==> config.mk <==
export PLATFORM = sky130hd
export DESIGN_NAME = wr_req_arbiter
export DESIGN_NICKNAME = d
export VERILOG_FILES = /design/src/rtl/wr_req_arbiter.sv
export SDC_FILE = /design/constraint.sdc
export NUM_CORES = 1
export LEC_CHECK = 0
export ABC_CLOCK_PERIOD_IN_PS = 2300
export CORE_MARGIN = 4
export CORE_UTILIZATION = 63
export CTS_CLUSTER_DIAMETER = 120
export DETAILED_ROUTE_END_ITERATION = 16
export DONT_BUFFER_PORTS = 1
export GPL_ROUTABILITY_DRIVEN = 1
export PLACE_DENSITY = 0.85
export SKIP_LAST_GASP = 1
export SLEW_MARGIN = 15
export SYNTH_ARGS = -nofsm -noshare
export SYNTH_HDL_FRONTEND = slang
export SYNTH_SLANG_ARGS = --single-unit
==> constraint.sdc <==
create_clock -name aclk -period 2.3 [get_ports aclk]
set_clock_uncertainty 0.05 [all_clocks]
set_input_delay 0.23 -clock aclk [delete_from_list [all_inputs] [get_ports aclk]]
set_output_delay 0.23 -clock aclk [all_outputs]
set_load 0.01 [all_outputs]
==> src/rtl/wr_req_arbiter.sv <==
// Round-robin write-request arbiter: grants one of MASTER_NUM masters, holds the
// captured request toward the slave until ack or watchdog expiry, then pulses ack/err.
module wr_req_arbiter #(
  parameter int AWIDTH     = 32,
  parameter int DWIDTH     = 32,
  parameter int MASTER_NUM = 2,
  parameter int TIMEOUT    = 256
) (
  input  logic                           aclk,
  input  logic                           aresetn,
  input  logic [MASTER_NUM-1:0]          m_req,
  input  logic [MASTER_NUM*AWIDTH-1:0]   m_addr,
  input  logic [MASTER_NUM*DWIDTH-1:0]   m_wdata,
  output logic [MASTER_NUM-1:0]          m_ack,
  output logic [MASTER_NUM-1:0]          m_err,
  output logic [$clog2(MASTER_NUM)-1:0]  s_sel,
  output logic [AWIDTH-1:0]              s_addr,
  output logic [DWIDTH-1:0]              s_wdata,
  output logic                           s_req,
  input  logic                           s_ack
);
  localparam int SW = $clog2(MASTER_NUM);
  localparam int TW = (TIMEOUT > 0) ? $clog2(TIMEOUT + 1) : 1;
  localparam logic [TW-1:0] TLAST = (TIMEOUT > 0) ? TW'(TIMEOUT - 1) : '0;
  localparam logic [SW-1:0] SLAST = SW'(MASTER_NUM - 1);
  localparam logic [MASTER_NUM-1:0] ONE = {{(MASTER_NUM-1){1'b0}}, 1'b1};

  typedef enum logic [1:0] {IDLE, BUSY, DONE} state_t;

  state_t          state;
  logic [SW-1:0]   last_grant;
  logic [SW-1:0]   winner;
  logic [TW-1:0]   timer;
  logic            tmo;

  logic [MASTER_NUM-1:0][AWIDTH-1:0] addr_a;
  logic [MASTER_NUM-1:0][DWIDTH-1:0] wdata_a;
  assign addr_a  = m_addr;
  assign wdata_a = m_wdata;

  // Scan upward from the master after the last grant, wrapping at MASTER_NUM.
  always_comb begin
    logic [SW-1:0] idx;
    logic          found;
    winner = '0;
    found  = 1'b0;
    idx    = last_grant;
    for (int k = 0; k < MASTER_NUM; k++) begin
      idx = (idx == SLAST) ? '0 : idx + 1'b1;
      if (!found && m_req[idx]) begin
        winner = idx;
        found  = 1'b1;
      end
    end
  end

  assign tmo = (TIMEOUT != 0) && (timer == TLAST);

  always_ff @(posedge aclk or negedge aresetn) begin
    if (!aresetn) begin
      state      <= IDLE;
      last_grant <= SLAST;
      timer      <= '0;
      s_req      <= 1'b0;
      s_sel      <= '0;
      s_addr     <= '0;
      s_wdata    <= '0;
      m_ack      <= '0;
      m_err      <= '0;
    end else begin
      case (state)
        IDLE: begin
          m_ack <= '0;
          m_err <= '0;
          if (|m_req) begin
            s_sel      <= winner;
            s_addr     <= addr_a[winner];
            s_wdata    <= wdata_a[winner];
            s_req      <= 1'b1;
            last_grant <= winner;
            timer      <= '0;
            state      <= BUSY;
          end
        end
        BUSY: begin
          // Ack wins over a coincident watchdog expiry.
          if (s_ack) begin
            s_req <= 1'b0;
            m_ack <= ONE << s_sel;
            state <= DONE;
          end else if (tmo) begin
            s_req <= 1'b0;
            m_err <= ONE << s_sel;
            state <= DONE;
          end else if (TIMEOUT != 0) begin
            timer <= timer + 1'b1;
          end
        end
        DONE: begin
          // Dead cycle lets the winner drop m_req before re-arbitration.
          m_ack <= '0;
          m_err <= '0;
          state <= IDLE;
        end
        default: state <= IDLE;
      endcase
    end
  end
endmodule

; ---- After elaboration in Yosys (flattened, before gate mapping)
; Index checks and enable logic that the tools add are counted.
[classes]
shifts = 1
n_mux = 30
eq_ne = 9
reduce_logical = 13
add_sub_neg = 3
order_cmp = 3
[ops]
columns = cell, n
row1 = $mux 32, 4
row2 = $mux 9, 3
row3 = $pmux 9 s2, 1
row4 = $mux 1, 12
row5 = $mux 2, 6
row6 = $pmux 2 s2, 3
row7 = $ne 2x2->1 const B, 5
row8 = $add 9x1->9 const B, 1
row9 = $eq 9x8->1 const B, 1
row10 = $lt 1x2->1 const B, 3
row11 = $reduce_and 2->1, 3
row12 = $reduce_and 3->1, 2
row13 = $reduce_and 4->1, 1
row14 = $reduce_bool 2->1, 2
row15 = $reduce_or 2->1, 2
row16 = $ne 3x3->1 const B, 1
row17 = $add 1x1->1 const B, 2
row18 = $eq 2x1->1 const B, 1
row19 = $eq 2x2->1 const B, 1
row20 = $logic_not 2->1, 1
row21 = $pmux 1 s2, 1
row22 = $shl 1x1->2 const A, 1
row23 = $logic_and 1x1->1, 1
row24 = $logic_not 1->1, 1
[word_totals]
wordCells = 68
regBits = 82

; ---- Logic depth before layout (Yosys ltp)
; Gate-level depths: netlist of the first run.
[logic_depth]
depth_word = 10
ltp_mapped = 8
mapped_depth_nobuf = 8

; ---- Least setup slack after synthesis of the first run
; No wires, ideal clock.
[synth_path]
path_type = register to register
start = register timer[0]
end = register timer[6]
arrival_ps = 1840
n_path_buf = 0
setup_time_ps = 66
setup_slack_ps = 344
path_stages_with_launch = 9
synth_period_minus_slack_ps = 1956
cell_sequence = dfrtp_1 > ha_1 > nand3_1 > nor2_1 > ha_1 > o21ai_1 > nand3_4 > or4_1 > nand2_1
[synth_between]
elab_chain_cells = 4
elab_cells_between_ends = 7
classes_between = add/sub (1) / eq/ne (2) / mux (3) / reduce/logical (1)
[synth_lines]
columns = item, line
row1 = start: declaration, 33  ; logic [TW-1:0] timer;
row2 = start signal: assignment, 96  ; timer <= timer + 1'b1;
row3 = $add 9x1->9, 96
row4 = $mux 9, 91  ; end else if (tmo) begin
row5 = $mux 9, 87  ; if (s_ack) begin
row6 = $pmux 9 s2, 71  ; case (state)
; Several ways; a longest one is shown, not always the timed one. The select of a mux whose other input is x is not followed.
; A chain may end at the register's enable or synchronous reset.

; ---- Worst setup path after layout of the first run
[layout_path]
start = register timer[0]
end = register timer[5]
; The elaborated chain is that of the path after synthesis.

==> load_flow_metrics.sql, run 1 <==
INSERT INTO impl_metrics (metric_group, metric, value, unit) VALUES
('route', 'first_pass_iters', '5', ''),
('clock_tree', 'cts_tree', 'yes', ''),
('placed_design', 'dp_hpwl', '6.56', 'mm'),
('logic_synthesis', 'synth-seq-cells', '82', ''),
('power', 'seqPwrFrac', '52.5', '%'),
('run_status', 'outcome', 'finished clean', ''),
('power', 'p_comb_share', '26.9', '%'),
('logic_synthesis', 'synth_area_in_adders', '0.980', '%'),
('power', 'design_power_total', '5.46', 'mW'),
('clock_tree', 'ctsResizeCount', '0', ''),
('logic_synthesis', 'synth_nets', '499', ''),
('global_routing', 'groute.usage.overall', '23.7', '%'),
('logic_synthesis', 'synth.top_cell.area_share', '52.9', '%'),
('logic_synthesis', 'main_combinational_cell_family_by_area_after_synthesis', 'multiplexers', ''),
('floorplan', 'dieHeight', '86.0', 'µm'),
('logic_synthesis', 'post-synth-top-count-cell', 'sky130_fd_sc_hd__dfrtp_1', ''),
('route', 'vias', '2680', ''),
('logic_synthesis', 'async_flop_share', '100', '%'),
('power', 'share_clk_of_total_power', '20.7', '%'),
('clock_tree', 'tritoncts_num_sinks', '82', ''),
('logic_synthesis', 'synth_top_area_cell', 'sky130_fd_sc_hd__dfrtp_1', ''),
('timing', 'fin_worst_hold_slack', '0.0210', 'ns'),
('timing', 'maxSlewHeadroom', '49.2', '%'),
('setup_path', 'critPathArrivalTime', '2.36', 'ns'),
('worst_hold_path', 'timing.hold.worst.class', 'in2reg', ''),
('timing', 'max_freq', '465', 'MHz'),
('finish', 'antenna-diode-count', '0', ''),
('route', 'drtIter0Drc', '205', ''),
('floorplan', 'num_rows', '28', ''),
('setup_path', 'setup.worst_path.start_class', 'flop', ''),
('logic_synthesis', 'synth_compound_area_share', '11.9', '%'),
('setup_path', 'buffering_stage_count_on_the_worst_path_with_inverters_included', '0', ''),
('finish', 'nets', '499', ''),
('placed_design', 'dp_slack', '0.188', 'ns'),
('timing', 'final_critical_path_setup_slack', '0.149', 'ns'),
('route', 'wirelength', '8.83', 'mm'),
('placed_design', 'placed_cell_area', '3880', 'µm²'),
('timing', 'setup_violations', '0', ''),
('placed_design', 'finalWeightedCongestion', '0.838', ''),
('power', 'power-per-cell-area', '1310', 'nW/µm²'),
('logic_synthesis', 'synthXorXnorAreaFrac', '0.229', '%'),
('timing', 'layout_worst_path_cycle_share', '93.5', '%'),
('clock_tree', 'clk_transition_reported_paths', '0.08', 'ns'),
('floorplan', 'top_level_ports', '203', ''),
('logic_synthesis', 'yosysUniqueCellTypes', '34', ''),
('timing', 'grt_setup_unrepaired', 'false', ''),
('power', 'p_int', '3.33', 'mW'),
('floorplan', 'fp.dieArea', '7390', 'µm²'),
('power', 'power_switching_share', '39.1', '%'),
('global_routing', 'grt_antenna_before_repair', '0', ''),
('route', 'detail_route.drc_violations', '0', ''),
('logic_synthesis', 'synthCells', '363', ''),
('route', 'avgRoutedWirePerCell', '19.9', 'µm'),
('setup_path', 'critical_path.max_fanout', '5', ''),
('floorplan', 'starting_density_of_the_core', '64.7', '%'),
('clock_tree', 'clk_latency', '0.33', 'ns'),
('timing', 'final_max_slew_viol_count', '0', ''),
('logic_synthesis', 'ys_top_cells_by_area', 'sky130_fd_sc_hd__dfrtp_1 53%, sky130_fd_sc_hd__mux2i_1 18%, sky130_fd_sc_hd__nand2_1 7.3%', ''),
('setup_path', 'ordered_cell_list_for_the_critical_path', 'ha_1, nand3_1, nor2_1, ha_1, o21ai_1, nand3_1, or3_1, a21oi_1', ''),
('logic_synthesis', 'synth_top_cells_by_count', '81 x sky130_fd_sc_hd__dfrtp_1, 74 x sky130_fd_sc_hd__nand2_1, 67 x sky130_fd_sc_hd__mux2i_1, 45 x sky130_fd_sc_hd__o21ai_0, 24 x sky130_fd_sc_hd__o21ai_1', ''),
('logic_synthesis', 'synth_ff_type', 'sky130_fd_sc_hd__dfrtp_1', ''),
('global_routing', 'pin_count_of_the_biggest_net_entering_global_routing', '83', ''),
('logic_synthesis', 'syn-cell-area', '3830', 'µm²'),
('logic_synthesis', 'synthesis.yosys.warnings', '0', ''),
('setup_path', 'crit_family', 'simple AND/OR/NAND/NOR gates', ''),
('global_routing', 'grt_pass1_vias', '2810', ''),
('finish', 'post_route_standard_cell_area_excluding_fillers', '4170', 'µm²'),
('timing', 'final_period_minus_worst_setup_slack', '2.15', 'ns'),
('logic_synthesis', 'synth-seq-area-share', '53.6', '%'),
('clock_tree', 'postCtsSetupBuffers', '0', ''),
('clock_tree', 'cts_made_buffers', '9', '');
## cells in the final DEF, fill, tap and decap left out, drive strengths merged, types with 2 or more instances in the layout
cell type	synthesis	layout
a21oi	3	3
and2	2	2
buf	15	6
bufinv	0	2
clkbuf	6	11
clkinv	0	2
dfrtp	81	81
dlygate4sd3	0	4
ha	3	3
inv	4	4
mux2i	67	67
nand2	74	74
nand2b	3	3
nand3	4	4
nor2	8	8
nor2b	2	2
o211ai	2	2
o21ai	70	70
o31ai	4	4
or3	3	3
## final timing paths
path,cells after the start,slack (ns),start,endpoint
setup reg to reg,8,0.15,timer[0],timer[5]
hold reg to reg,2,0.44,timer[8],timer[8]
hold / removal,2,0.02,s_ack,state[1]
min in group asynchronous,2,0.42,aresetn,timer[7]
setup / recovery,8,0.15,timer[0],timer[5]
max in group asynchronous,2,1.45,aresetn,s_wdata[10]
## metrics by stage
stage / std cells / util [%]
finish: 443 / 70.4
global route: 443 / 70.4
CTS: 443 / 70.4
detailed placement: 422 / 65.6
global placement: 422 / 65.6
floorplan: 363 / -
## layout make-up
cell class	instances	area [µm²]
multi-input combinational	256	1630
sequential	82	2050
inverter	4	15.0
clock buffer	11	141
clock inverter	5	77.6
timing repair buffer	10	155
fill	469	1750
tap	75	93.8
## routing by layer
layer | global-route usage [%] | up-vias | wire length (µm)
met4 | 7.63 | 0 | 159
li1 | - | 1255 | -
met5 | 0 | - | 0
met2 | 42.2 | 150 | 4610
met1 | 28.5 | 1260 | 3270
met3 | 5.28 | 15 | 783
## worst reg2reg max path, delay by kind of cell, from the launching register on
kind	cells	cell delay (ns)
AOI/OAI and AO/OA	2	0.42
adders and majority gates	2	0.46
DFF	1	0.42
and+or+nand+nor	4	0.75
## cells by family (layout without fill, tap and decap cells)
logic type / after synthesis / count (layout)
buffers and inverters: 25 / 30
adders and majority gates: 3 / 3
and+or+nand+nor: 101 / 101
muxes: 67 / 67
AOI/OAI and AO/OA: 84 / 84
xor gates and xnor gates: 1 / 1
DFF: 82 / 82
## power by group through the flow
stage	sequential, mW	clock [mW]	combinational, mW
after floorplan	2.70	0	1.18
after global routing	2.94	1.21	1.69
after CTS	2.88	1.15	1.48
after global placement	2.87	0	1.33
final	2.87	1.13	1.47
after detailed placement	2.89	0	1.43
## repair_timing
item | CTS | global route
hold buffers | 5 | 0
endpoints found under the setup margin | 0 | 0
endpoints found under the hold margin | 85 | 0
## flip-flops by register name (all words and copies together) (netlist names)
| register | flops |
|---|---|
| last_grant | 1 |
| m_ack | 2 |
| m_err | 2 |
| s_addr | 32 |
| s_req | 1 |
| s_sel | 1 |
| s_wdata | 32 |
| state | 2 |
| timer | 9 |
Note: power is estimated with default switching activity, not from simulation.
==> run 2: changes to the inputs <==
- CORE_UTILIZATION: 63 -> 35
- PLACE_DENSITY: 0.85 -> 0.55
- TNS_END_PERCENT: unset -> 100
==> load_flow_metrics.sql, run 2 (synthesized netlist as in run 1, its figures left out) <==
INSERT INTO impl_metrics (metric_group, metric, value, unit) VALUES
('run_status', 'outcome', 'finished clean', ''),
('setup_path', 'crit_type', 'reg2reg', ''),
('finish', 'largest_regs', 's_addr: 32 flops, s_wdata: 32 flops, timer: 9 flops', ''),
('timing', 'finalSetupTns', '0', 'ns'),
('finish', 'nets', '521', ''),
('route', 'ant_nets', '0', ''),
('global_routing', 'global_route.usage.met2', '21.0', '%'),
('global_routing', 'grt_pass1_wl', '13.8', 'mm'),
('floorplan', 'core_area', '10500', 'µm²'),
('floorplan', 'fp.dieArea', '12700', 'µm²'),
('placed_design', 'io_buffers', '0', ''),
('global_routing', 'grt_util_met3', '5.23', '%'),
('timing', 'grt_setup_unrepaired', 'false', ''),
('finish', 'layout-area-overhead-vs-synth', '15.6', '%'),
('timing', 'final_period_minus_worst_setup_slack', '2.15', 'ns'),
('timing', 'layout_worst_path_cycle_share', '93.6', '%'),
('global_routing', 'pin_count_of_the_biggest_net_entering_global_routing', '83', ''),
('route', 'first_pass_iters', '4', ''),
('timing', 'report.final.hold_viol_count', '0', ''),
('setup_path', 'cp-end-kind', 'flop', ''),
('timing', 'final_max_slew_viol_count', '0', ''),
('clock_tree', 'clk_root_buffer_cell', 'sky130_fd_sc_hd__clkbuf_8', ''),
('route', 'vias', '2650', ''),
('finish', 'drive_gt1_share', '5.64', '%'),
('route', 'detail_route.drc_violations', '0', ''),
('clock_tree', 'cts_made_buffers', '9', ''),
('floorplan', 'top_level_ports', '203', ''),
('timing', 'setup_violations', '0', ''),
('route', 'drtIter0Drc', '90', ''),
('floorplan', 'num_rows', '37', ''),
('global_routing', 'grt_pass1_vias', '2695', ''),
('setup_path', 'worst_r2r_path_depth', '8', ''),
('clock_tree', 'cts.path.max_buffers', '2', ''),
('worst_hold_path', 'worstHoldEndpoint', 's_addr[2]', ''),
('timing', 'fin_worst_hold_slack', '0.0278', 'ns'),
('setup_path', 'critical_path.max_fanout', '10', ''),
('power', 'power-per-cell-area', '1220', 'nW/µm²'),
('setup_path', 'timing.rr.end', 'timer[6]', ''),
('worst_hold_path', 'worst_hold_startpoint', 'm_addr[34]', ''),
('clock_tree', 'postCtsSetupBuffers', '0', ''),
('finish', 'most-common-layout-cells', '81 x sky130_fd_sc_hd__dfrtp_1, 74 x sky130_fd_sc_hd__nand2_1, 67 x sky130_fd_sc_hd__mux2i_1', ''),
('global_routing', 'grt_util_met1', '16.6', '%'),
('timing', 'tightestPinTransition', '0.572', 'ns'),
('global_routing', 'grt_antenna_before_repair', '0', ''),
('clock_tree', 'tritoncts_num_sinks', '82', ''),
('setup_path', 'reg2reg_from', 'timer[0]', ''),
('clock_tree', 'cts_tree', 'yes', ''),
('clock_tree', 'clk_latency', '0.35', 'ns'),
('floorplan', 'dieHeight', '113', 'µm'),
('clock_tree', 'h-tree-depth', '3', ''),
('timing', 'maxSlewHeadroom', '61.9', '%'),
('floorplan', 'die-width', '113', 'µm'),
('power', 'irDropWorstVdd', '0.000507', 'V'),
('worst_hold_path', 'timing.hold.worst.class', 'in2reg', ''),
('timing', 'max_freq', '465', 'MHz'),
('placed_design', 'finalWeightedCongestion', '0.812', ''),
('global_routing', 'grt-ovfl-total', '0', ''),
('route', 'drt-vias-per-instance', '5.04', ''),
('worst_hold_path', 'min_path_cells', '2', ''),
('global_routing', 'globalRoute.busiestLayer', 'met2', ''),
('finish', 'n_fill_cell', '980', ''),
('run', 'cap_viol_max_count', '0', ''),
('power', 'leakage', '1.97', 'nW'),
('route', 'wirelength', '8.75', 'mm'),
('global_routing', 'groute.usage.overall', '13.7', '%'),
('clock_tree', 'clk_transition_reported_paths', '0.08', 'ns'),
('route', 'avgRoutedWirePerCell', '16.6', 'µm'),
('floorplan', 'starting_density_of_the_core', '36.4', '%'),
('clock_tree', 'ctsResizeCount', '0', ''),
('finish', 'most_common_cell_after_layout_fill_and_taps_aside', 'sky130_fd_sc_hd__dfrtp_1', ''),
('setup_path', 'critPathArrivalTime', '2.39', 'ns'),
('setup_path', 'setup.worst_path.start_class', 'flop', ''),
('placed_design', 'dp_hpwl', '6.21', 'mm'),
('setup_path', 'critical_path_required', '2.54', 'ns'),
('finish', 'antenna-diode-count', '0', ''),
('setup_path', 'reg2reg_slack', '0.15', 'ns');
[run 2: critical path, cell delays in order (launching register included)]
cell,delay [ns]
sky130_fd_sc_hd__dfrtp_1,0.42
sky130_fd_sc_hd__ha_1,0.25
sky130_fd_sc_hd__nand3_1,0.09
sky130_fd_sc_hd__nor2_1,0.06
sky130_fd_sc_hd__ha_1,0.21
sky130_fd_sc_hd__o21ai_1,0.27
sky130_fd_sc_hd__nand3_4,0.17
sky130_fd_sc_hd__or4_1,0.50
sky130_fd_sc_hd__nand2_1,0.08
[run 2: worst max-delay path by stage]
stage / depth (start not counted) / end / slack (ns) / start
2_1_floorplan: 8 / timer[6] / 0.34 / timer[0]
3_3_place_gp: 8 / timer[6] / 0.26 / timer[0]
3_5_place_dp: 8 / timer[7] / 0.20 / timer[0]
4_1_cts: 8 / timer[6] / 0.17 / timer[0]
5_1_grt: 8 / timer[7] / 0.04 / timer[0]
6_report: 8 / timer[6] / 0.15 / timer[0]
[run 2: cell type report]
cell class | instances | area [µm²] | area share (%)
Tap cell | 136 | 170 | 3.84
Timing Repair Buffer | 32 | 343 | 7.74
Inverter | 4 | 15.0 | 0.339
Clock inverter | 3 | 65.1 | 1.47
Clock buffer | 13 | 149 | 3.36
Multi-Input combinational cell | 256 | 1630 | 36.9
Sequential cell | 82 | 2050 | 46.4
[run 2: stage by stage]
step           util, %  instance area [µm²]  std cells  setup slack [ns]  total power [mW]
2_1_floorplan        -                 3830        363             0.344              3.88
3_3_place_gp      37.2                 3910        481             0.263              4.15
3_5_place_dp      37.2                 3910        481             0.198              4.21
4_1_cts           42.1                 4430        526             0.166              5.48
5_1_grt           42.1                 4430        526            0.0376              5.84
6_report          42.1                 4430        526             0.148              5.38
[run 2: routing by layer]
metal / share of wire [%] / vias up
li1: - / 1303
met1: 41 / 1185
met2: 46 / 151
met3: 12 / 11
met4: 2.1 / 0
met5: 0 / -
[run 2: what timing repair did]
action | in CTS | in global routing
hold endpoints to repair | 99 | 0
endpoints found under the setup margin | 0 | 0
hold buffers | 29 | 0
[run 2: where the power goes]
group          switching [mW]  internal [mW]  total [mW]  leakage [nW]
Combinational           0.816          0.580        1.40         0.839
Sequential              0.772           2.08        2.85          1.02
Clock                   0.495          0.642        1.14         0.108
==> run 3: changes to the inputs <==
- CELL_PAD_IN_SITES_DETAIL_PLACEMENT: unset -> 1
- CELL_PAD_IN_SITES_GLOBAL_PLACEMENT: unset -> 1
- PLACE_DENSITY: 0.55 -> 0.69
==> load_flow_metrics.sql, run 3 (synthesized netlist as in run 1, its figures left out) <==
INSERT INTO impl_metrics (metric_group, metric, value, unit) VALUES
('run_status', 'outcome', 'finished clean', ''),
('clock_tree', 'clk_latency', '0.35', 'ns'),
('route', 'ant_nets', '0', ''),
('floorplan', 'core_area', '10500', 'µm²'),
('power', 'irDropWorstVdd', '0.000725', 'V'),
('setup_path', 'cp-end-kind', 'flop', ''),
('global_routing', 'global_route.usage.met2', '24.2', '%'),
('route', 'avgRoutedWirePerCell', '18.3', 'µm'),
('clock_tree', 'cts.path.max_buffers', '2', ''),
('global_routing', 'grt_antenna_before_repair', '0', ''),
('route', 'vias', '2671', ''),
('timing', 'fin_worst_hold_slack', '0.0234', 'ns'),
('finish', 'drive_gt1_share', '5.90', '%'),
('placed_design', 'dp_hpwl', '6.53', 'mm'),
('timing', 'setup_violations', '0', ''),
('global_routing', 'grt-ovfl-total', '0', ''),
('finish', 'most-common-layout-cells', '81 x sky130_fd_sc_hd__dfrtp_1, 74 x sky130_fd_sc_hd__nand2_1, 67 x sky130_fd_sc_hd__mux2i_1', ''),
('global_routing', 'grt_pass1_wl', '15.0', 'mm'),
('clock_tree', 'clk_root_buffer_cell', 'sky130_fd_sc_hd__clkbuf_8', ''),
('clock_tree', 'h-tree-depth', '3', ''),
('floorplan', 'fp.dieArea', '12700', 'µm²'),
('timing', 'tightestPinTransition', '0.487', 'ns'),
('timing', 'layout_worst_path_cycle_share', '93.3', '%'),
('global_routing', 'pin_count_of_the_biggest_net_entering_global_routing', '136', ''),
('worst_hold_path', 'timing.hold.worst.class', 'in2reg', ''),
('clock_tree', 'postCtsSetupBuffers', '0', ''),
('timing', 'report.final.hold_viol_count', '0', ''),
('route', 'first_pass_iters', '4', ''),
('placed_design', 'placed_cell_area', '3920', 'µm²'),
('clock_tree', 'tritoncts_num_sinks', '82', ''),
('global_routing', 'globalRoute.busiestLayer', 'met2', ''),
('clock_tree', 'cts_tree', 'yes', ''),
('clock_tree', 'cts_made_buffers', '9', ''),
('finish', 'n_fill_cell', '1174', ''),
('run', 'cap_viol_max_count', '0', ''),
('worst_hold_path', 'min_path_cells', '2', ''),
('clock_tree', 'ctsResizeCount', '0', ''),
('route', 'drt-vias-per-instance', '5.25', ''),
('finish', 'nets', '504', ''),
('power', 'power-per-cell-area', '1270', 'nW/µm²'),
('setup_path', 'crit_type', 'reg2reg', ''),
('global_routing', 'grt_pass1_vias', '2898', ''),
('placed_design', 'finalWeightedCongestion', '0.810', ''),
('floorplan', 'dieHeight', '113', 'µm'),
('finish', 'post_route_standard_cell_area_excluding_fillers', '4270', 'µm²'),
('setup_path', 'setup.worst_path.start_class', 'flop', ''),
('setup_path', 'critical_path_required', '2.53', 'ns'),
('global_routing', 'grt_util_met3', '5.77', '%'),
('power', 'leakage', '1.90', 'nW'),
('finish', 'reg_area', '2050', 'µm²'),
('placed_design', 'io_buffers', '0', ''),
('route', 'wirelength', '9.29', 'mm'),
('setup_path', 'critical_path.max_fanout', '5', ''),
('clock_tree', 'clk_transition_reported_paths', '0.09', 'ns'),
('timing', 'finalSetupTns', '0', 'ns'),
('global_routing', 'groute.usage.overall', '14.6', '%'),
('floorplan', 'top_level_ports', '203', ''),
('floorplan', 'num_rows', '37', ''),
('timing', 'maxSlewHeadroom', '67.6', '%'),
('finish', 'antenna-diode-count', '0', ''),
('route', 'drtIter0Drc', '156', ''),
('clock_tree', 'post_cts_hold_buffer_count', '12', ''),
('floorplan', 'die-width', '113', 'µm'),
('timing', 'final_max_slew_viol_count', '0', ''),
('setup_path', 'critPathArrivalTime', '2.37', 'ns'),
('timing', 'grt_setup_unrepaired', 'false', ''),
('finish', 'largest_regs', 's_addr: 32 flops, s_wdata: 32 flops, timer: 9 flops', ''),
('setup_path', 'worst_r2r_path_depth', '8', ''),
('finish', 'most_common_cell_after_layout_fill_and_taps_aside', 'sky130_fd_sc_hd__dfrtp_1', ''),
('floorplan', 'starting_density_of_the_core', '36.4', '%'),
('finish', 'layout-area-overhead-vs-synth', '11.4', '%'),
('timing', 'final_period_minus_worst_setup_slack', '2.15', 'ns'),
('route', 'detail_route.drc_violations', '0', ''),
('finish', 'area_of_the_multi_input_gates', '1630', 'µm²'),
('timing', 'max_freq', '466', 'MHz'),
('global_routing', 'grt_util_met1', '16.7', '%');
[run 3: changes by cell type in the layout (fill, tap and decap cells not counted)]
cell | previous run | this run
sky130_fd_sc_hd__clkinv_4 | 0 | 1
sky130_fd_sc_hd__dlygate4sd3_1 | 28 | 11
sky130_fd_sc_hd__clkbuf_8 | 10 | 9
sky130_fd_sc_hd__buf_4 | 2 | 1
sky130_fd_sc_hd__buf_12 | 1 | 2
sky130_fd_sc_hd__clkinvlp_4 | 0 | 1
sky130_fd_sc_hd__clkinv_2 | 1 | 0
[run 3: final timing paths]
check	slack [ns]	from	to
max	0.15	timer[0]	timer[5]
min	0.02	m_addr[17]	s_addr[17]
max reg2reg	0.15	timer[0]	timer[5]
min reg2reg	0.44	timer[8]	timer[8]
max in group asynchronous	1.47	aresetn	last_grant
min in group asynchronous	0.39	aresetn	m_err[1]
[run 3: where the power goes]
group	switching, mW	internal, mW
registers	0.772	2.08
logic	0.841	0.569
clock network	0.524	0.616
[run 3: final cells by class]
cell class	instances	area share [%]
Clock buffer	12	3.17
Clock inverter	4	1.79
Inverter	4	0.352
Multi-Input combinational cell	256	38.3
Sequential cell	82	48.1
Tap cell	136	3.99
Timing Repair Buffer	15	4.34
[run 3: per-stage QoR]
stage               power (mW)  util, %  instances  setup WS [ns]
floorplan                 3.88        -        363          0.344
global placement          4.17     37.3        481          0.271
detailed placement        4.28     37.3        481          0.152
CTS                       5.51     40.6        509          0.130
global route              5.87     40.6        509        0.00522
finish                    5.40     40.6        509          0.154
[run 3: per-layer routing]
metal  share of wire (%)  vias to the layer above
li1                    -                     1273
met3                  11                       12
met2                  49                      139
met4                 1.9                        0
met1                  38                     1247
met5                   0                        -
[run 3: critical path: stages (launching register included)]
cell,delay [ns]
sky130_fd_sc_hd__dfrtp_1,0.41
sky130_fd_sc_hd__ha_1,0.24
sky130_fd_sc_hd__nand3_1,0.10
sky130_fd_sc_hd__nor2_1,0.06
sky130_fd_sc_hd__ha_1,0.20
sky130_fd_sc_hd__o21ai_1,0.28
sky130_fd_sc_hd__nand3_1,0.22
sky130_fd_sc_hd__or3_1,0.35
sky130_fd_sc_hd__a21oi_1,0.15
